File: config.mk
export PLATFORM = sky130hd
export DESIGN_NAME = jtag_tap_param
export DESIGN_NICKNAME = d
export VERILOG_FILES = /design/src/rtl/jtag_tap_param.sv
export SDC_FILE = /design/constraint.sdc
export NUM_CORES = 1
export LEC_CHECK = 0
export BUFFER_PORTS_ARGS = -buffer_cell sky130_fd_sc_hd__buf_2
export CORE_MARGIN = 10
export CORE_UTILIZATION = 58
export CTS_BUF_LIST = sky130_fd_sc_hd__clkbuf_4 sky130_fd_sc_hd__clkbuf_8
export CTS_CLUSTER_DIAMETER = 100
export CTS_CLUSTER_SIZE = 12
export DETAILED_ROUTE_END_ITERATION = 10
export HOLD_SLACK_MARGIN = 0.05
export PLACE_DENSITY = 0.91
export REMOVE_ABC_BUFFERS = 1
export SLEW_MARGIN = 10
export SYNTH_ARGS = -nofsm -noshare
export SYNTH_HDL_FRONTEND = slang
export SYNTH_SLANG_ARGS = --single-unit
File: constraint.sdc
create_clock -name TCK -period 2.1 [get_ports TCK]
set_clock_uncertainty 0.2 [all_clocks]
set_input_delay 0.105 -clock TCK [delete_from_list [all_inputs] [get_ports TCK]]
set_output_delay 0.105 -clock TCK [all_outputs]
set_load 0.05 [all_outputs]
File: src/rtl/jtag_tap_param.sv
// Parametrised IEEE 1149.1 TAP: 16-state controller, configurable IR, and a DR mux over
// BYPASS, IDCODE, boundary scan and NUM_USER user registers.
module jtag_tap_param #(
  parameter int          IR_WIDTH   = 4,
  parameter int          BSR_LEN    = 10,
  parameter int          NUM_USER   = 2,
  parameter int          USER_WIDTH = 8,
  parameter logic [31:0] IDCODE_VAL = 32'h1234_5A5B,
  parameter int          OP_SAMPLE  = 1,
  parameter int          OP_EXTEST  = 2,
  parameter int          OP_INTEST  = 3,
  parameter int          OP_IDCODE  = 7,
  parameter int          OP_USER0   = 8
) (
  input  logic                             TCK,
  input  logic                             TRST_N,
  input  logic                             TMS,
  input  logic                             TDI,
  output logic                             TDO,
  output logic                             TDO_EN,
  output logic [3:0]                       state,
  output logic [IR_WIDTH-1:0]              ir_out,
  output logic                             sample_sel,
  output logic                             extest_sel,
  output logic                             intest_sel,
  output logic                             idcode_sel,
  output logic                             bypass_sel,
  output logic [NUM_USER-1:0]              user_sel,
  input  logic [BSR_LEN-1:0]               BSR_PI,
  output logic [BSR_LEN-1:0]               BSR_PO,
  input  logic [NUM_USER*USER_WIDTH-1:0]   USER_PI,
  output logic [NUM_USER*USER_WIDTH-1:0]   USER_PO,
  output logic [NUM_USER-1:0]              user_upd
);

  localparam logic [3:0] TLR   = 4'hF;
  localparam logic [3:0] RTI   = 4'hC;
  localparam logic [3:0] SELDR = 4'h7;
  localparam logic [3:0] CAPDR = 4'h6;
  localparam logic [3:0] SHDR  = 4'h2;
  localparam logic [3:0] EX1DR = 4'h1;
  localparam logic [3:0] PDR   = 4'h3;
  localparam logic [3:0] EX2DR = 4'h0;
  localparam logic [3:0] UPDR  = 4'h5;
  localparam logic [3:0] SELIR = 4'h4;
  localparam logic [3:0] CAPIR = 4'hE;
  localparam logic [3:0] SHIR  = 4'hA;
  localparam logic [3:0] EX1IR = 4'h9;
  localparam logic [3:0] PIR   = 4'hB;
  localparam logic [3:0] EX2IR = 4'h8;
  localparam logic [3:0] UPIR  = 4'hD;

  localparam int UW = USER_WIDTH;
  localparam logic [IR_WIDTH-1:0] IR_SAMPLE = IR_WIDTH'(OP_SAMPLE);
  localparam logic [IR_WIDTH-1:0] IR_EXTEST = IR_WIDTH'(OP_EXTEST);
  localparam logic [IR_WIDTH-1:0] IR_INTEST = IR_WIDTH'(OP_INTEST);
  localparam logic [IR_WIDTH-1:0] IR_IDCODE = IR_WIDTH'(OP_IDCODE);

  logic [3:0]                   state_n;
  logic [IR_WIDTH-1:0]          ir_sr, ir_sr_n;
  logic [31:0]                  idc_sr, idc_n;
  logic                         byp_sr, byp_n;
  logic [BSR_LEN-1:0]           bsr_sr, bsr_n;
  logic [NUM_USER*UW-1:0]       user_sr, user_n;
  logic [NUM_USER-1:0]          user_bit0;
  logic                         tdo_n;
  logic                         bsr_sel;
  logic                         fixed_hit;

  always_comb begin
    state_n = TLR;
    case (state)
      TLR:     state_n = TMS ? TLR   : RTI;
      RTI:     state_n = TMS ? SELDR : RTI;
      SELDR:   state_n = TMS ? SELIR : CAPDR;
      CAPDR:   state_n = TMS ? EX1DR : SHDR;
      SHDR:    state_n = TMS ? EX1DR : SHDR;
      EX1DR:   state_n = TMS ? UPDR  : PDR;
      PDR:     state_n = TMS ? EX2DR : PDR;
      EX2DR:   state_n = TMS ? UPDR  : SHDR;
      UPDR:    state_n = TMS ? SELDR : RTI;
      SELIR:   state_n = TMS ? TLR   : CAPIR;
      CAPIR:   state_n = TMS ? EX1IR : SHIR;
      SHIR:    state_n = TMS ? EX1IR : SHIR;
      EX1IR:   state_n = TMS ? UPIR  : PIR;
      PIR:     state_n = TMS ? EX2IR : PIR;
      EX2IR:   state_n = TMS ? UPIR  : SHIR;
      UPIR:    state_n = TMS ? SELDR : RTI;
      default: state_n = TLR;
    endcase
  end

  // Fixed opcodes take priority over user opcodes; anything unrecognised falls to bypass.
  always_comb begin
    sample_sel = (ir_out == IR_SAMPLE);
    extest_sel = (ir_out == IR_EXTEST) && !sample_sel;
    intest_sel = (ir_out == IR_INTEST) && !sample_sel && !extest_sel;
    idcode_sel = (ir_out == IR_IDCODE) && !sample_sel && !extest_sel && !intest_sel;
    fixed_hit  = sample_sel | extest_sel | intest_sel | idcode_sel;
    user_sel   = '0;
    for (int k = 0; k < NUM_USER; k++) begin
      if (!fixed_hit && (ir_out == IR_WIDTH'(OP_USER0 + k))) user_sel[k] = 1'b1;
    end
    bypass_sel = !fixed_hit && (user_sel == '0);
    bsr_sel    = sample_sel | extest_sel | intest_sel;
  end

  always_comb begin
    ir_sr_n   = ir_sr;
    idc_n     = idc_sr;
    byp_n     = byp_sr;
    bsr_n     = bsr_sr;
    user_n    = user_sr;
    tdo_n     = TDO;
    user_bit0 = '0;
    case (state)
      CAPIR: ir_sr_n = IR_WIDTH'(1);
      SHIR:  ir_sr_n = {TDI, ir_sr[IR_WIDTH-1:1]};
      CAPDR: begin
        if (idcode_sel) idc_n = IDCODE_VAL;
        if (bypass_sel) byp_n = 1'b0;
        if (bsr_sel)    bsr_n = BSR_PI;
        for (int k = 0; k < NUM_USER; k++) begin
          if (user_sel[k]) user_n[k*UW +: UW] = USER_PI[k*UW +: UW];
        end
      end
      SHDR: begin
        if (idcode_sel) idc_n = {TDI, idc_sr[31:1]};
        if (bypass_sel) byp_n = TDI;
        if (bsr_sel)    bsr_n = {TDI, bsr_sr[BSR_LEN-1:1]};
        for (int k = 0; k < NUM_USER; k++) begin
          if (user_sel[k]) user_n[k*UW +: UW] = {TDI, user_sr[k*UW+1 +: UW-1]};
        end
      end
      default: ;
    endcase
    for (int k = 0; k < NUM_USER; k++) user_bit0[k] = user_n[k*UW];
    // TDO follows bit0 of the register as it stands after this edge.
    if (state == CAPIR || state == SHIR) begin
      tdo_n = ir_sr_n[0];
    end else if (state == CAPDR || state == SHDR) begin
      tdo_n = (idcode_sel & idc_n[0]) | (bypass_sel & byp_n) |
              (bsr_sel & bsr_n[0]) | (|(user_sel & user_bit0));
    end
  end

  always_ff @(posedge TCK) begin
    if (!TRST_N) begin
      state    <= TLR;
      ir_out   <= IR_IDCODE;
      ir_sr    <= '0;
      idc_sr   <= '0;
      byp_sr   <= 1'b0;
      bsr_sr   <= '0;
      user_sr  <= '0;
      BSR_PO   <= '0;
      USER_PO  <= '0;
      user_upd <= '0;
      TDO      <= 1'b0;
    end else begin
      state    <= state_n;
      ir_sr    <= ir_sr_n;
      idc_sr   <= idc_n;
      byp_sr   <= byp_n;
      bsr_sr   <= bsr_n;
      user_sr  <= user_n;
      TDO      <= tdo_n;
      user_upd <= '0;
      if (state == TLR)       ir_out <= IR_IDCODE;
      else if (state == UPIR) ir_out <= ir_sr;
      if (state == UPDR) begin
        if (bsr_sel) BSR_PO <= bsr_sr;
        for (int k = 0; k < NUM_USER; k++) begin
          if (user_sel[k]) begin
            USER_PO[k*UW +: UW] <= user_sr[k*UW +: UW];
            user_upd[k]         <= 1'b1;
          end
        end
      end
    end
  end

  assign TDO_EN = (state == SHDR) || (state == SHIR);

endmodule

After elaboration in Yosys (flattened, before gate mapping)
Index checks and enable logic that the tools add are counted.
{"block": "totals", "regBits": 100, "in_bits": 30, "wordCells": 125}
{"block": "op_classes", "n_eq_ne": 29, "mux": 34, "bitwise_logic": 11, "n_reduce_logical": 34}
{"op": "2-to-1 mux 32 bit", "count": 2}
{"op": "case mux 32 bit (2 select lines)", "count": 1}
{"op": "case mux 4 bit (12 select lines)", "count": 1}
{"op": "equality test 4 bit, second input constant", "count": 10}
{"op": "2-to-1 mux 8 bit", "count": 4}
{"op": "case mux 16 bit (2 select lines)", "count": 1}
{"op": "equality test 4 x 3 -> 1 bit, second input constant", "count": 5}
{"op": "2-to-1 mux 10 bit", "count": 2}
{"op": "case mux 10 bit (2 select lines)", "count": 1}
{"op": "equality test 4 x 2 -> 1 bit, second input constant", "count": 4}
{"op": "inequality test 2 bit, second input constant", "count": 8}
{"op": "2-to-1 mux 2 bit", "count": 6}
{"op": "2-to-1 mux 3 bit", "count": 4}
{"op": "AND reduction 3 bit", "count": 4}
{"op": "logical AND 1 bit", "count": 9}
{"op": "2-to-1 mux 1 bit", "count": 9}
{"op": "equality test 4 x 1 -> 1 bit, second input constant", "count": 2}
{"op": "case mux 4 bit (2 select lines)", "count": 1}
{"op": "AND reduction 2 bit", "count": 4}
{"op": "OR reduction 2 bit", "count": 4}
{"op": "OR 1 bit", "count": 6}
{"op": "nonzero test 2 bit", "count": 3}
{"op": "zero test 1 bit", "count": 4}
{"op": "zero test 4 bit", "count": 1}
{"op": "other kinds (8)", "count": 12}

Depth between registers and ports, before layout
{"block": "logic_depth", "ltp_word": 21, "ltp_mapped": 7, "mapped_depth_nobuf": 4}

Worst setup path after synthesis
Ideal clock, no wire load.
{"block": "synth_path", "path_type": "flip-flop to flip-flop", "start": "register ir_out[2]", "end": "register TDO", "t_arrival_ps": 2782, "required_ps": 1825, "slack_ps": -957, "stages_incl_launch_ff": 6, "path_buffers": 1, "period_less_slack_ps": 3057, "path_cell_list": "dfxtp_1 > buf_2 > o21ba_2 > o21ai_0 > a221oi_1 > a31oi_1"}
{"block": "synth_between", "elab_chain_len": 21, "elab_cells_between_ends": 49, "classes_between": "6 x eq/ne; 18 x mux; 10 x bitwise; 15 x reduce/logical"}
{"item": "start, declared", "line_no": "22", "source": "output logic [IR_WIDTH-1:0] ir_out,"}
{"item": "start signal, assigned", "line_no": "170", "source": "else if (state == UPIR) ir_out <= ir_sr;"}
{"item": "equality test 4 x 1 -> 1 bit", "line_no": "95", "source": "sample_sel = (ir_out == IR_SAMPLE);"}
{"item": "zero test 1 bit", "line_no": "96, 97, 98"}
{"item": "logical AND 1 bit", "line_no": "96", "source": "extest_sel = (ir_out == IR_EXTEST) && !sample_sel;"}
{"item": "zero test 1 bit", "line_no": "97, 98"}
{"item": "logical AND 1 bit", "line_no": "97", "source": "intest_sel = (ir_out == IR_INTEST) && !sample_sel && !extest_sel;"}
{"item": "zero test 1 bit", "line_no": "98", "source": "idcode_sel = (ir_out == IR_IDCODE) && !sample_sel && !extest_sel && !intest_sel;"}
{"item": "logical AND 1 bit", "line_no": "98"}
{"item": "OR 1 bit", "line_no": "99", "source": "fixed_hit = sample_sel | extest_sel | intest_sel | idcode_sel;"}
{"item": "[... 5 more ...]"}
{"item": "named net bypass_sel", "line_no": "27", "source": "output logic bypass_sel,"}
{"item": "2-to-1 mux 1 bit (on tied branches)", "line_no": "129, 121"}
{"item": "case mux 1 bit (2 select lines)", "line_no": "116", "source": "case (state)"}
{"item": "bitwise AND 1 bit (*)", "line_no": "142", "source": "tdo_n = (idcode_sel & idc_n[0]) | (bypass_sel & byp_n) |"}
{"item": "OR 1 bit (*) (2 in series)", "line_no": "142"}
{"item": "OR 1 bit (*)", "line_no": "143", "source": "(bsr_sel & bsr_n[0]) | (|(user_sel & user_bit0));"}
{"item": "2-to-1 mux 1 bit (*)", "line_no": "141", "source": "end else if (state == CAPDR || state == SHDR) begin"}
{"item": "2-to-1 mux 1 bit (*)", "line_no": "139", "source": "if (state == CAPIR || state == SHIR) begin"}
{"item": "end signal, assigned", "line_no": "167", "source": "TDO <= tdo_n;"}
{"item": "end, declared", "line_no": "19", "source": "output logic TDO,"}
The timed path passes the listed nets; every way through them passes the cells marked *. The select of a mux whose other input is x is not followed.
A chain may end at the register's enable or synchronous reset.

Worst setup path after layout
{"block": "layout_path", "start": "register state[3]", "end": "register TDO"}
{"block": "layout_between", "elab_chain_len": 8, "elab_cells_between_ends": 22, "classes_between": "4 x eq/ne; 7 x mux; 7 x bitwise; 4 x reduce/logical"}
{"item": "start, declared", "line_no": "21", "source": "output logic [3:0] state,"}
{"item": "start signal, assigned", "line_no": "161", "source": "state <= state_n;"}
{"item": "equality test 4 x 2 -> 1 bit or equality test 4 x 3 -> 1 bit (tied branches)", "line_no": "116, 141"}
{"item": "case mux 32 bit (2 select lines) or case mux 1 bit (2 select lines) (tied branches)", "line_no": "116"}
{"item": "bitwise AND 1 bit", "line_no": "142"}
{"item": "OR 1 bit (2 in series)", "line_no": "142"}
{"item": "OR 1 bit", "line_no": "143"}
{"item": "2-to-1 mux 1 bit", "line_no": "141"}
{"item": "2-to-1 mux 1 bit", "line_no": "139"}
Parallel ways exist; a longest one is shown, timed or not. The select of a mux whose other input is x is not followed.

==> impl_metrics.ini <==
[sta]
tightestPinTransition_ps = 584
max_clock_freq_mhz = 503
hold_viol = 0
slew_headroom = 0.611
holdWs_ps = 143
rsz0062_at_grt = false
slew_viol_final = 0
min_period_ps = 1990
setup_tns_ps = 0
fin_ws_ps = 114
final-setup-viol-count = 0
finalCritPeriodShare = 0.946

[logic_synthesis]
synth_cell_types = 41
synth_cells = 477
synth_area_per_cell_um2 = 8.93
async_flop_share = 0
netlist_area_um2 = 4260
ys.flop_type = dfxtp_1
synth_edf_count = 0
ys_seq_area_frac = 0.470
ys_ff_latch = 100
yosysWarnings = 0

[clock_network]
cts_buffers = 9
post-cts-setup-buffer-count = 0
cts.path.max_buffers = 2
clock-sinks = 100
cts_tree = yes
clock-root-buffer = clkbuf_8
clk_latency_ps = 370
path_clk_slew_ps = 100
htree_levels = 3

[global_routing]
antenna_found_initial = 0
grt_overflow = 0
grtUsageTotal = 0.186
grt_pass1_vias = 3745
grt_max_degree = 52
grt_first_pass_wirelength_mm = 17.6

[routing]
drt_iter0_markers = 218
wirelength_mm = 10.6
vias = 3787
drc_errors = 0
routedWlPerCell_um = 15.7
drt_pass1_iterations = 5
ant_nets = 0
viasPerCell = 5.62

[critical_path]
critPathSlowestCell = a221oi_1
worst_path_dominant_cell_family = compound AO/OA/AOI/OAI gates
start_kind = flip-flop
crit_buf_inv = 1
crit_path_cell_trace = nor3b_1 -> buf_4 -> mux2_2 -> a221oi_1 -> a31oi_1
cp_max_fo = 11
cp_data_arrival_time_ps = 2020
cp.depth = 5
rr_startpoint = state[3]
critPathRequiredTime_ps = 2130
cp_slowest_stage_delay_ps = 380
r2r_slack_ps = 110
reg2reg_to = TDO
crit_start = state[3]
cp-end-kind = flip-flop
crit_path_end = TDO
crit_type = flip-flop to flip-flop
rr_worst_depth = 5

[power]
vdd.ir_drop.worst_mv = 0.507
leakagePower_nw = 2.12
power_mw = 3.76
p_per_area_nw_per_um2 = 723

[placed_design]
place.gp.congestion = 0.846
dpl-instance-area_um2 = 4710
io_buffers = 74
hpwl_mm = 6.84
pre_cts_ws_ps = 149

[layout]
drive_gt1_frac = 0.247
multiInputGateArea_um2 = 2030
seqCellArea_um2 = 2010
fill_cells = 514
syn2layout_area_growth_pct = 22.3
nNetsFinal = 600
antenna_cells = 0
final_area_um2 = 5210

[run_status]
run_status = completed

[floorplan]
start_util = 0.590
ios = 75
core_region_area_um2 = 7210
die_w_um = 106
die_area_um2 = 11200
rows = 31
die_h_um = 106

[min_path]
hold_class = primary input to flip-flop

[job]
max-cap-violations = 0
[worst min-delay path by stage]
stage / startpoint / endpoint / slack, ps / cells after the start
2_1_floorplan: TRST_N / state[3] / -30 / 1
3_3_place_gp: TRST_N / state[3] / 140 / 2
3_5_place_dp: TRST_N / state[3] / 140 / 2
4_1_cts: TDI / idc_sr[31] / 130 / 5
5_1_grt: TDI / idc_sr[31] / 150 / 5
6_report: TDI / idc_sr[31] / 140 / 5
[state kept, by name (all words and copies together) (netlist names)]
signal and cells:
BSR_PO 10, TDO 1, USER_PO 16, bsr_sr 10
byp_sr 1, idc_sr 32, ir_out 4, ir_sr 4
state 4, user_sr 16, user_upd 2
[tightest hold or removal path: stages]
cell and delay, ps:
buf_2 110, nor2b_1 150, buf_4 170, nand2_1 70, a21oi_1 50
[power breakdown]
part           switching, mW  total, mW  internal, mW
Combinational          0.348      0.566         0.218
Clock                  0.664       1.24         0.572
Sequential            0.0391       1.96          1.92
Total                   1.05       3.76          2.71
[cell usage after synthesis (2+ instances only)]
| cell | instances | area (um^2) |
|---|---|---|
| a221oi_1 | 2 | 17.5 |
| buf_1 | 3 | 11.3 |
| a21oi_1 | 43 | 215 |
| nand3_1 | 21 | 105 |
| o21ba_2 | 2 | 20.0 |
| inv_1 | 2 | 7.51 |
| nor3b_1 | 3 | 22.5 |
| buf_6 | 2 | 22.5 |
| buf_2 | 16 | 80.1 |
| nand3b_1 | 20 | 150 |
| dfxtp_1 | 100 | 2000 |
| mux2i_1 | 36 | 360 |
| nand2_1 | 44 | 165 |
| and3_1 | 2 | 12.5 |
| nand2b_1 | 3 | 18.8 |
| o21ai_0 | 8 | 40.0 |
| and2_1 | 2 | 12.5 |
| mux2_2 | 4 | 45.0 |
| clkbuf_1 | 13 | 48.8 |
| a211oi_2 | 11 | 138 |
| nor2b_1 | 3 | 18.8 |
| buf_4 | 9 | 67.6 |
| a211oi_1 | 14 | 105 |
| nor2_1 | 69 | 259 |
| nor3_1 | 29 | 145 |
[cell usage in the layout (no fill, tap or decap), drive strengths merged, types with 2 or more instances in the layout]
cell type and count:
dfxtp 100, a211oi 25, buf 96, nor2b 3, and2 2, nand3 21, nor2 70, nor3b 3
nand2 44, dlygate4sd3 28, clkbuf 11, a21oi 43, a221oi 2, clkinvlp 3, nand2b 3, mux2 4
o21ai 8, o21ba 2, nand3b 20, inv 4, and3 2, nor3 29, mux2i 36, nor4b 2
[per-stage QoR]
step | utilization | std cells
after global placement | 0.653 | 630
final | 0.722 | 674
after CTS | 0.719 | 674
after floorplan | - | 434
after global routing | 0.722 | 674
after detailed placement | 0.653 | 630
[metal layers]
layer	vias to the layer above	global-route usage	part of all wire
met4	0	0.0812	0.017
met5	-	0	0
met2	130	0.313	0.51
met1	1787	0.219	0.41
li1	1852	-	-
met3	18	0.0451	0.058
[what timing repair did]
item / in CTS / in global routing
endpoints found under the hold margin: 34 / 0
setup endpoints to repair: 1 / 6
resized for setup: 1 / 6
hold buffers: 28 / 0
[area by class of cell]
type,count,area share
Inverter,2,0.00144
Clock buffer,10,0.0252
Multi-Input combinational cell,332,0.389
Clock inverter,6,0.0135
Tap cell,99,0.0238
Sequential cell,100,0.385
Timing Repair Buffer,125,0.162
[cell families after synthesis]
logic type,after synthesis,synth area share
simple gates,204,0.237
mux,40,0.0952
buf+inv,45,0.0558
compound gates,88,0.142
flops,100,0.470
No activity file was read; power rests on OpenSTA's default activity.
